### src/rtl/pipe_ctrl_pkg.sv
// Shared definitions for the pipeline register sequencing controller:
// FSM state encoding, default drain length and the x0 register index.
package pipe_ctrl_pkg;

  typedef enum logic [1:0] {
    RUN    = 2'd0,
    DRAIN  = 2'd1,
    HALTED = 2'd2
  } ctrl_state_e;

  // Cycles the halting instruction needs to move from ID/EX to retirement.
  localparam int DRAIN_CYCLES_DEF = 3;

  // x0 is hard-wired to zero, so a load targeting it never creates a hazard.
  localparam int X0_IDX = 0;

endpackage

### src/rtl/load_use_detect.sv
// Combinational load-use hazard comparator: flags a load in ID/EX whose
// destination is read by the instruction currently in IF/ID.
module load_use_detect
  import pipe_ctrl_pkg::*;
#(
  parameter int REG_ADDR_W = 5
) (
  input  logic                  idex_mem_read,
  input  logic [REG_ADDR_W-1:0] idex_rd,
  input  logic [REG_ADDR_W-1:0] ifid_rs1,
  input  logic [REG_ADDR_W-1:0] ifid_rs2,
  input  logic                  ifid_uses_rs1,
  input  logic                  ifid_uses_rs2,
  output logic                  lu
);

  logic [REG_ADDR_W-1:0] src   [2];
  logic [1:0]            uses;
  logic [1:0]            hit;

  assign src[0] = ifid_rs1;
  assign src[1] = ifid_rs2;
  assign uses   = {ifid_uses_rs2, ifid_uses_rs1};

  // One comparator per source operand; only operands actually read count.
  genvar gi;
  generate
    for (gi = 0; gi < 2; gi++) begin : g_src
      assign hit[gi] = uses[gi] && (src[gi] == idex_rd);
    end
  endgenerate

  assign lu = idex_mem_read && (idex_rd != REG_ADDR_W'(X0_IDX)) && (|hit);

endmodule

### src/rtl/pipeline_reg_ctrl.sv
// Sequencing controller for the PC and the four pipeline registers.
// Resolves memory freeze, branch flush, load-use stall and ecall
// halt/drain/resume, and keeps saturating stall/flush counters.
module pipeline_reg_ctrl
  import pipe_ctrl_pkg::*;
#(
  parameter int REG_ADDR_W   = 5,
  parameter int CNT_W        = 32,
  parameter int DRAIN_CYCLES = DRAIN_CYCLES_DEF
) (
  input  logic                  clk,
  input  logic                  rst,
  input  logic                  idex_mem_read,
  input  logic [REG_ADDR_W-1:0] idex_rd,
  input  logic [REG_ADDR_W-1:0] ifid_rs1,
  input  logic [REG_ADDR_W-1:0] ifid_rs2,
  input  logic                  ifid_uses_rs1,
  input  logic                  ifid_uses_rs2,
  input  logic                  ex_branch_taken,
  input  logic                  mem_busy,
  input  logic                  halt_req,
  input  logic                  resume,
  output logic                  pc_load,
  output logic                  ifid_load,
  output logic                  idex_load,
  output logic                  exmem_load,
  output logic                  memwb_load,
  output logic                  ifid_flush,
  output logic                  idex_flush,
  output logic                  halted,
  output logic [CNT_W-1:0]      stall_cnt,
  output logic [CNT_W-1:0]      flush_cnt
);

  localparam int DW = (DRAIN_CYCLES < 2) ? 1 : $clog2(DRAIN_CYCLES + 1);

  ctrl_state_e    state_reg, state_next;
  logic [DW-1:0]  drain_reg, drain_next;
  logic [CNT_W-1:0] stall_cnt_reg, flush_cnt_reg;
  logic           lu;
  logic           flush_event;

  load_use_detect #(
    .REG_ADDR_W(REG_ADDR_W)
  ) u_lu (
    .idex_mem_read(idex_mem_read),
    .idex_rd      (idex_rd),
    .ifid_rs1     (ifid_rs1),
    .ifid_rs2     (ifid_rs2),
    .ifid_uses_rs1(ifid_uses_rs1),
    .ifid_uses_rs2(ifid_uses_rs2),
    .lu           (lu)
  );

  // Load/flush selects decoded from state and live inputs; all zero in reset.
  always_comb begin
    pc_load     = 1'b0;
    ifid_load   = 1'b0;
    idex_load   = 1'b0;
    exmem_load  = 1'b0;
    memwb_load  = 1'b0;
    ifid_flush  = 1'b0;
    idex_flush  = 1'b0;
    flush_event = 1'b0;
    if (!rst) begin
      unique case (state_reg)
        RUN: begin
          if (mem_busy) begin
            // full freeze: everything holds, other requests wait
          end else if (ex_branch_taken) begin
            {pc_load, ifid_load, idex_load, exmem_load, memwb_load} = 5'b11111;
            ifid_flush  = 1'b1;
            idex_flush  = 1'b1;
            flush_event = 1'b1;
          end else if (lu) begin
            {idex_load, exmem_load, memwb_load} = 3'b111;
            idex_flush = 1'b1;
          end else begin
            // normal advance; a halt request also advances so the ecall enters EX
            {pc_load, ifid_load, idex_load, exmem_load, memwb_load} = 5'b11111;
          end
        end
        DRAIN: begin
          if (!mem_busy) begin
            {idex_load, exmem_load, memwb_load} = 3'b111;
            idex_flush = 1'b1;
          end
        end
        default: begin
          // HALTED: hold everything
        end
      endcase
    end
  end

  assign halted = (state_reg == HALTED);

  // Next-state and drain counter decision.
  always_comb begin
    state_next = state_reg;
    drain_next = drain_reg;
    unique case (state_reg)
      RUN: begin
        if (!mem_busy && !ex_branch_taken && !lu && halt_req) begin
          state_next = DRAIN;
          drain_next = DW'(DRAIN_CYCLES);
        end
      end
      DRAIN: begin
        if (!mem_busy) begin
          if (drain_reg <= DW'(1)) begin
            drain_next = '0;
            state_next = HALTED;
          end else begin
            drain_next = drain_reg - DW'(1);
          end
        end
      end
      HALTED: begin
        if (resume) begin
          state_next = RUN;
        end
      end
      default: begin
        state_next = RUN;
      end
    endcase
  end

  // State, drain counter and saturating performance counters.
  always_ff @(posedge clk) begin
    if (rst) begin
      state_reg     <= RUN;
      drain_reg     <= '0;
      stall_cnt_reg <= '0;
      flush_cnt_reg <= '0;
    end else begin
      state_reg <= state_next;
      drain_reg <= drain_next;
      if (!pc_load && (state_reg != HALTED) && (stall_cnt_reg != '1)) begin
        stall_cnt_reg <= stall_cnt_reg + CNT_W'(1);
      end
      if (flush_event && (flush_cnt_reg != '1)) begin
        flush_cnt_reg <= flush_cnt_reg + CNT_W'(1);
      end
    end
  end

  assign stall_cnt = stall_cnt_reg;
  assign flush_cnt = flush_cnt_reg;

endmodule

### config.mk
export PLATFORM = sky130hd
export DESIGN_NAME = pipeline_reg_ctrl
export DESIGN_NICKNAME = d
export VERILOG_FILES = /design/src/rtl/pipe_ctrl_pkg.sv /design/src/rtl/load_use_detect.sv /design/src/rtl/pipeline_reg_ctrl.sv
export SDC_FILE = /design/constraint.sdc
export NUM_CORES = 1
export LEC_CHECK = 0
export BUFFER_PORTS_ARGS = -buffer_cell sky130_fd_sc_hd__buf_2
export CAP_MARGIN = 30
export CORE_MARGIN = 4
export CORE_UTILIZATION = 33
export DETAILED_ROUTE_END_ITERATION = 12
export PLACE_DENSITY_LB_ADDON = 0.1
export RECOVER_POWER = 100
export SLEW_MARGIN = 40
export SYNTH_ARGS = -nofsm -noshare
export SYNTH_HDL_FRONTEND = slang
export SYNTH_SLANG_ARGS = --single-unit
### constraint.sdc
create_clock -name clk -period 2.5 [get_ports clk]
set_input_delay 0.375 -clock clk [delete_from_list [all_inputs] [get_ports clk]]
set_output_delay 0.375 -clock clk [all_outputs]
set_load 0.005 [all_outputs]
Word-level counts from Yosys, hierarchy flattened
Cells that the tools add are included. Widths: inputs -> output; s select.

Add/subtract/negate cells: 3. Magnitude comparators: 1. Eq/ne operators: 11. Mux-type cells: 26. Reductions and logical operators: 21.

Operators with widths (count): $add 32x1->32 const B (2); $ne 32x32->1 const B (2); $mux 1 (16); $mux 2 (7); $eq 5x5->1 (2); $logic_and 1x1->1 (10); $ne 2x2->1 const B (5); $pmux 2 s3 (1); $reduce_bool 5->1 (1); $logic_not 1->1 (4); $pmux 2 s2 (1); $reduce_and 4->1 (1); $reduce_or 2->1 (2); $reduce_and 3->1 (1); $eq 2x1->1 const B (1); $eq 2x2->1 const B (1); $le 2x1->1 const B (1); $logic_not 2->1 (1); $pmux 1 s2 (1); $reduce_bool 2->1 (1); $sub 2x1->2 const B (1).

Bits in registers: 68. Input port bits: 24. Word-level logic and storage cells: 66.

Logic depth before layout (Yosys ltp)
Depth in word-level cells: 12. Gate-level depth with buffers: 10. Gate-level depth less buffers: 8.

Cells and area by module
Synthesis repeated with hierarchy kept, for this count alone.

Cells, all modules: 420. Area, all modules: 3524.6 um2.

By module, submodules not included: pipeline_reg_ctrl (instances 1, cells each 403, area an instance 3390.8 um2, seq. area each 1361.3 um2); load_use_detect (instances 1, cells each 17, area an instance 133.9 um2, seq. area each 0.0 um2).

Worst setup path after synthesis
No wires, ideal clock.

Kind: input-to-reg. From: input rst. To: register flush_cnt_reg[27] (netlist: flush_cnt[27]). Library setup time: 0.128 ns. Data arrival time: 2.186 ns. Required time: 2.372 ns. Path slack: 0.186 ns. Stages on the path: 9. Buffers on the path: 2. Cell sequence: buf_2 > or3_4 > inv_2 > nand3b_4 > or4_1 > buf_4 > nor4_4 > xnor2_1 > nor2_1.

Word-level cells in the longest chain between the ends: 2.

Ends and longest elaborated chain: start, declared (line pipeline_reg_ctrl.sv:12) `input logic rst,`; $mux 1 (line pipeline_reg_ctrl.sv:65) `if (!rst) begin`; $logic_and 1x1->1 (line pipeline_reg_ctrl.sv:143) `if (flush_event && (flush_cnt_reg != '1)) begin`; end signal, assigned (line pipeline_reg_ctrl.sv:144) `flush_cnt_reg <= flush_cnt_reg + CNT_W'(1);`; end, declared (line pipeline_reg_ctrl.sv:39) `logic [CNT_W-1:0] stall_cnt_reg, flush_cnt_reg;`.

Several ways; a longest one is shown, not always the timed one. A chain may end at the register's enable or synchronous reset.

Worst setup path after layout
From: register state_reg[1]. To: register flush_cnt_reg[21] (netlist: flush_cnt[21]).

Word-level cells in the longest chain between the ends: 4.

Ends and longest elaborated chain: start, declared (line pipeline_reg_ctrl.sv:37) `ctrl_state_e state_reg, state_next;`; start signal, assigned (line pipeline_reg_ctrl.sv:138) `state_reg <= state_next;`; $logic_not 2->1 (line pipeline_reg_ctrl.sv:66) `unique case (state_reg)`; $mux 1 (line pipeline_reg_ctrl.sv:66); $mux 1 (line pipeline_reg_ctrl.sv:65); $logic_and 1x1->1 (line pipeline_reg_ctrl.sv:143).

No other way between the ends.

==> run metrics <==
Initial Util=0.339; initial antenna violation count=0; Yosys top cell area share=0.371; CP Capture Type=flop; Top Ports=96; commonest non-fill, non-tap cell in the layout=dfxtp_1; Cell Chain, Critical Path=or3_1, inv_2, nand3b_4, or4_1, buf_4, nor3_1, xnor2_1, nor2_1; Critical-path top delay cell=or4_1; Num CTS Buffers=9; Seq/Total Area, Yosys=0.371; vias in the first global route=3,490; Critical Path RT=2.70 ns; ANT nets after route=0; worst setup path category=flop to flop; Die H=113 um; GRT Util Overall=0.155; root buf cell=clkbuf_8; post-route cell area=4470 sq um; clock latency on the worst-skew pair=0.35 ns; gpl congestion=0.822; Avg Inst Size Synth=8.30 sq um; Post-Syn Instances=442; placed instance area=4400 sq um; top cells by area, synth=dfxtp_1 (37%), xnor2_1 (6.7%), nand4_1 (4.9%); CP peak stage delay=0.54 ns; DP Wirelength=7.20 mm; Setup TNS=0 ns; count of cell types in the netlist=50; Async S/R FF share, synth=0; Power Density=465 nW/um^2; run status=finished, final reports clean; pin count of the biggest net entering global routing=70; Max Root-Sink Buffers=2; Die Area=12,900 sq um; pins over their slew limit=0; DRT iter0 DRCs=211; most frequent cells in the layout=dfxtp_1 (68), buf_2 (56), clkbuf_1 (50), nor2_1 (48), a21oi_1 (34); mapped cell area=3670 sq um; Synth area leader=dfxtp_1; CP Max Fanout=7; startpoint types=flop; WL per Instance=14.2 um; Vias/cell=5.24; Setup Viol. Count Final=0; # port buffers=95; CTS tree=yes; core area=10,800 sq um; Fmax=0.428 GHz; layout cell share with drive strength beyond 1=0.174; Fin Clk Skew=0.0111 ns; RSZ-0062 raised after global routing=false; Yosys warnings=0; WP data arrival=2.54 ns; area grow syn2layout=21.8%; ys flop type=dfxtp_1; FP Rows=38; Leak=1.52 nW; count of flip-flops with a built-in enable after synthesis=0; Nets=575; Max-Cap Viols=0; FILL cells=1,181; syn_nets=468; first-pass GRT wire length=16.6 mm; total power=2.08 mW; Sink Count=68; min cycle time layout=2.34 ns; Worst Tran Pin Value=0.759 ns; DRC viols=0; Die Wd=113 um; Hold Path Class=input port to flop; WL final=9.86 mm; H-tree Lvls=3; via count=3,630; First-pass DRT Iterations=5; register bit total from synthesis=68; Worst VDD drop=0.302 mV; Tcrit/Tclk final=0.935; global route overflow=0; ANT cells=0; Clock Pin Slew Worst Setup and Hold Paths=0.07 ns; Max-slew headroom=0.494; final hold vios=0
==> worst paths after layout <==
check                        startpoint  slack (ns)                          to  cells after the start
max reg2reg   state_reg[1]$_SDFFE_PP0P_        0.16  flush_cnt[21]$_SDFFE_PP0P_                      8
min reg2reg  stall_cnt[18]$_SDFFE_PP0P_        0.50  stall_cnt[18]$_SDFFE_PP0P_                      2
max           state_reg[1]$_SDFFE_PP0P_        0.16  flush_cnt[21]$_SDFFE_PP0P_                      8
min                            halt_req        0.33   state_reg[0]$_SDFFE_PP0P_                      3
==> per-stage QoR <==
| step | utilization | std cells | worst slack, ns | hold WS (ns) |
|---|---|---|---|---|
| 2_1_floorplan | - | 442 | 0.186 | 0.469 |
| 3_3_place_gp | 0.406 | 678 | 0.127 | 0.468 |
| 3_5_place_dp | 0.406 | 678 | 0.0972 | 0.489 |
| 4_1_cts | 0.422 | 693 | 0.104 | 0.308 |
| 5_1_grt | 0.412 | 693 | 0.000302 | 0.332 |
| 6_report | 0.412 | 693 | 0.163 | 0.326 |
==> critical path, delay by kind of cell (launching register included) <==
kind,cells,cell delay [ns]
and+or+nand+nor,5,1.38
DFF,1,0.37
buffers and inverters,2,0.32
xor gates and xnor gates,1,0.14
==> cell type report <==
class	count	area, sq um	share of cell area
flip-flops and latches	68	1360	0.305
clock buffers	13	159	0.0356
clock inverters	2	10.0	0.00224
inverters	9	33.8	0.00756
well taps	140	175	0.0392
repair buffers	118	566	0.127
multi-input cells	343	2160	0.484
==> kinds of logic after synthesis <==
kind of cell,share of synthesized area
AND/OR/NAND/NOR,0.344
adder cells (fa/ha/maj),0.00682
AO/OA/AOI/OAI,0.135
XOR/XNOR,0.100
buffers and inverters,0.0372
multiplexers,0.00580
flip-flops,0.371
==> synth_stat cells, types with 3 or more instances <==
| library cell | count |
|---|---|
| a21oi_1 | 34 |
| and3_1 | 13 |
| and4_1 | 5 |
| buf_2 | 4 |
| buf_4 | 4 |
| clkbuf_1 | 13 |
| dfxtp_1 | 68 |
| inv_1 | 7 |
| nand2_1 | 30 |
| nand3_1 | 26 |
| nand4_1 | 29 |
| nor2_1 | 48 |
| nor3_1 | 7 |
| nor3_2 | 4 |
| nor4_1 | 5 |
| nor4_4 | 3 |
| o21ai_0 | 13 |
| o21ai_1 | 3 |
| o31ai_1 | 16 |
| or3_1 | 18 |
| or4_1 | 18 |
| xnor2_1 | 28 |
| xor2_1 | 14 |
==> timing repair <==
| action | 4_1_cts | 5_1_grt |
|---|---|---|
| hold buffers | 0 | 0 |
| gates resized for setup | 0 | 1 |
| setup endpoints to repair | 0 | 1 |
| buffers inserted | 0 | 0 |
==> layer usage <==
metal / vias to the layer above / track usage / part of all wire
li1: 1842 / - / -
met4: 0 / 0.0353 / 0.0079
met1: 1701 / 0.189 / 0.46
met3: 6 / 0.0515 / 0.052
met5: - / 0 / 0
met2: 81 / 0.267 / 0.48
==> where the power goes <==
group	leakage (nW)	internal (mW)	switching, mW	total, mW
registers	0.548	1.09	0.0169	1.11
clock network	0.0893	0.407	0.401	0.808
logic	0.883	0.0640	0.0951	0.159
Power figures use the tool's default switching activity.
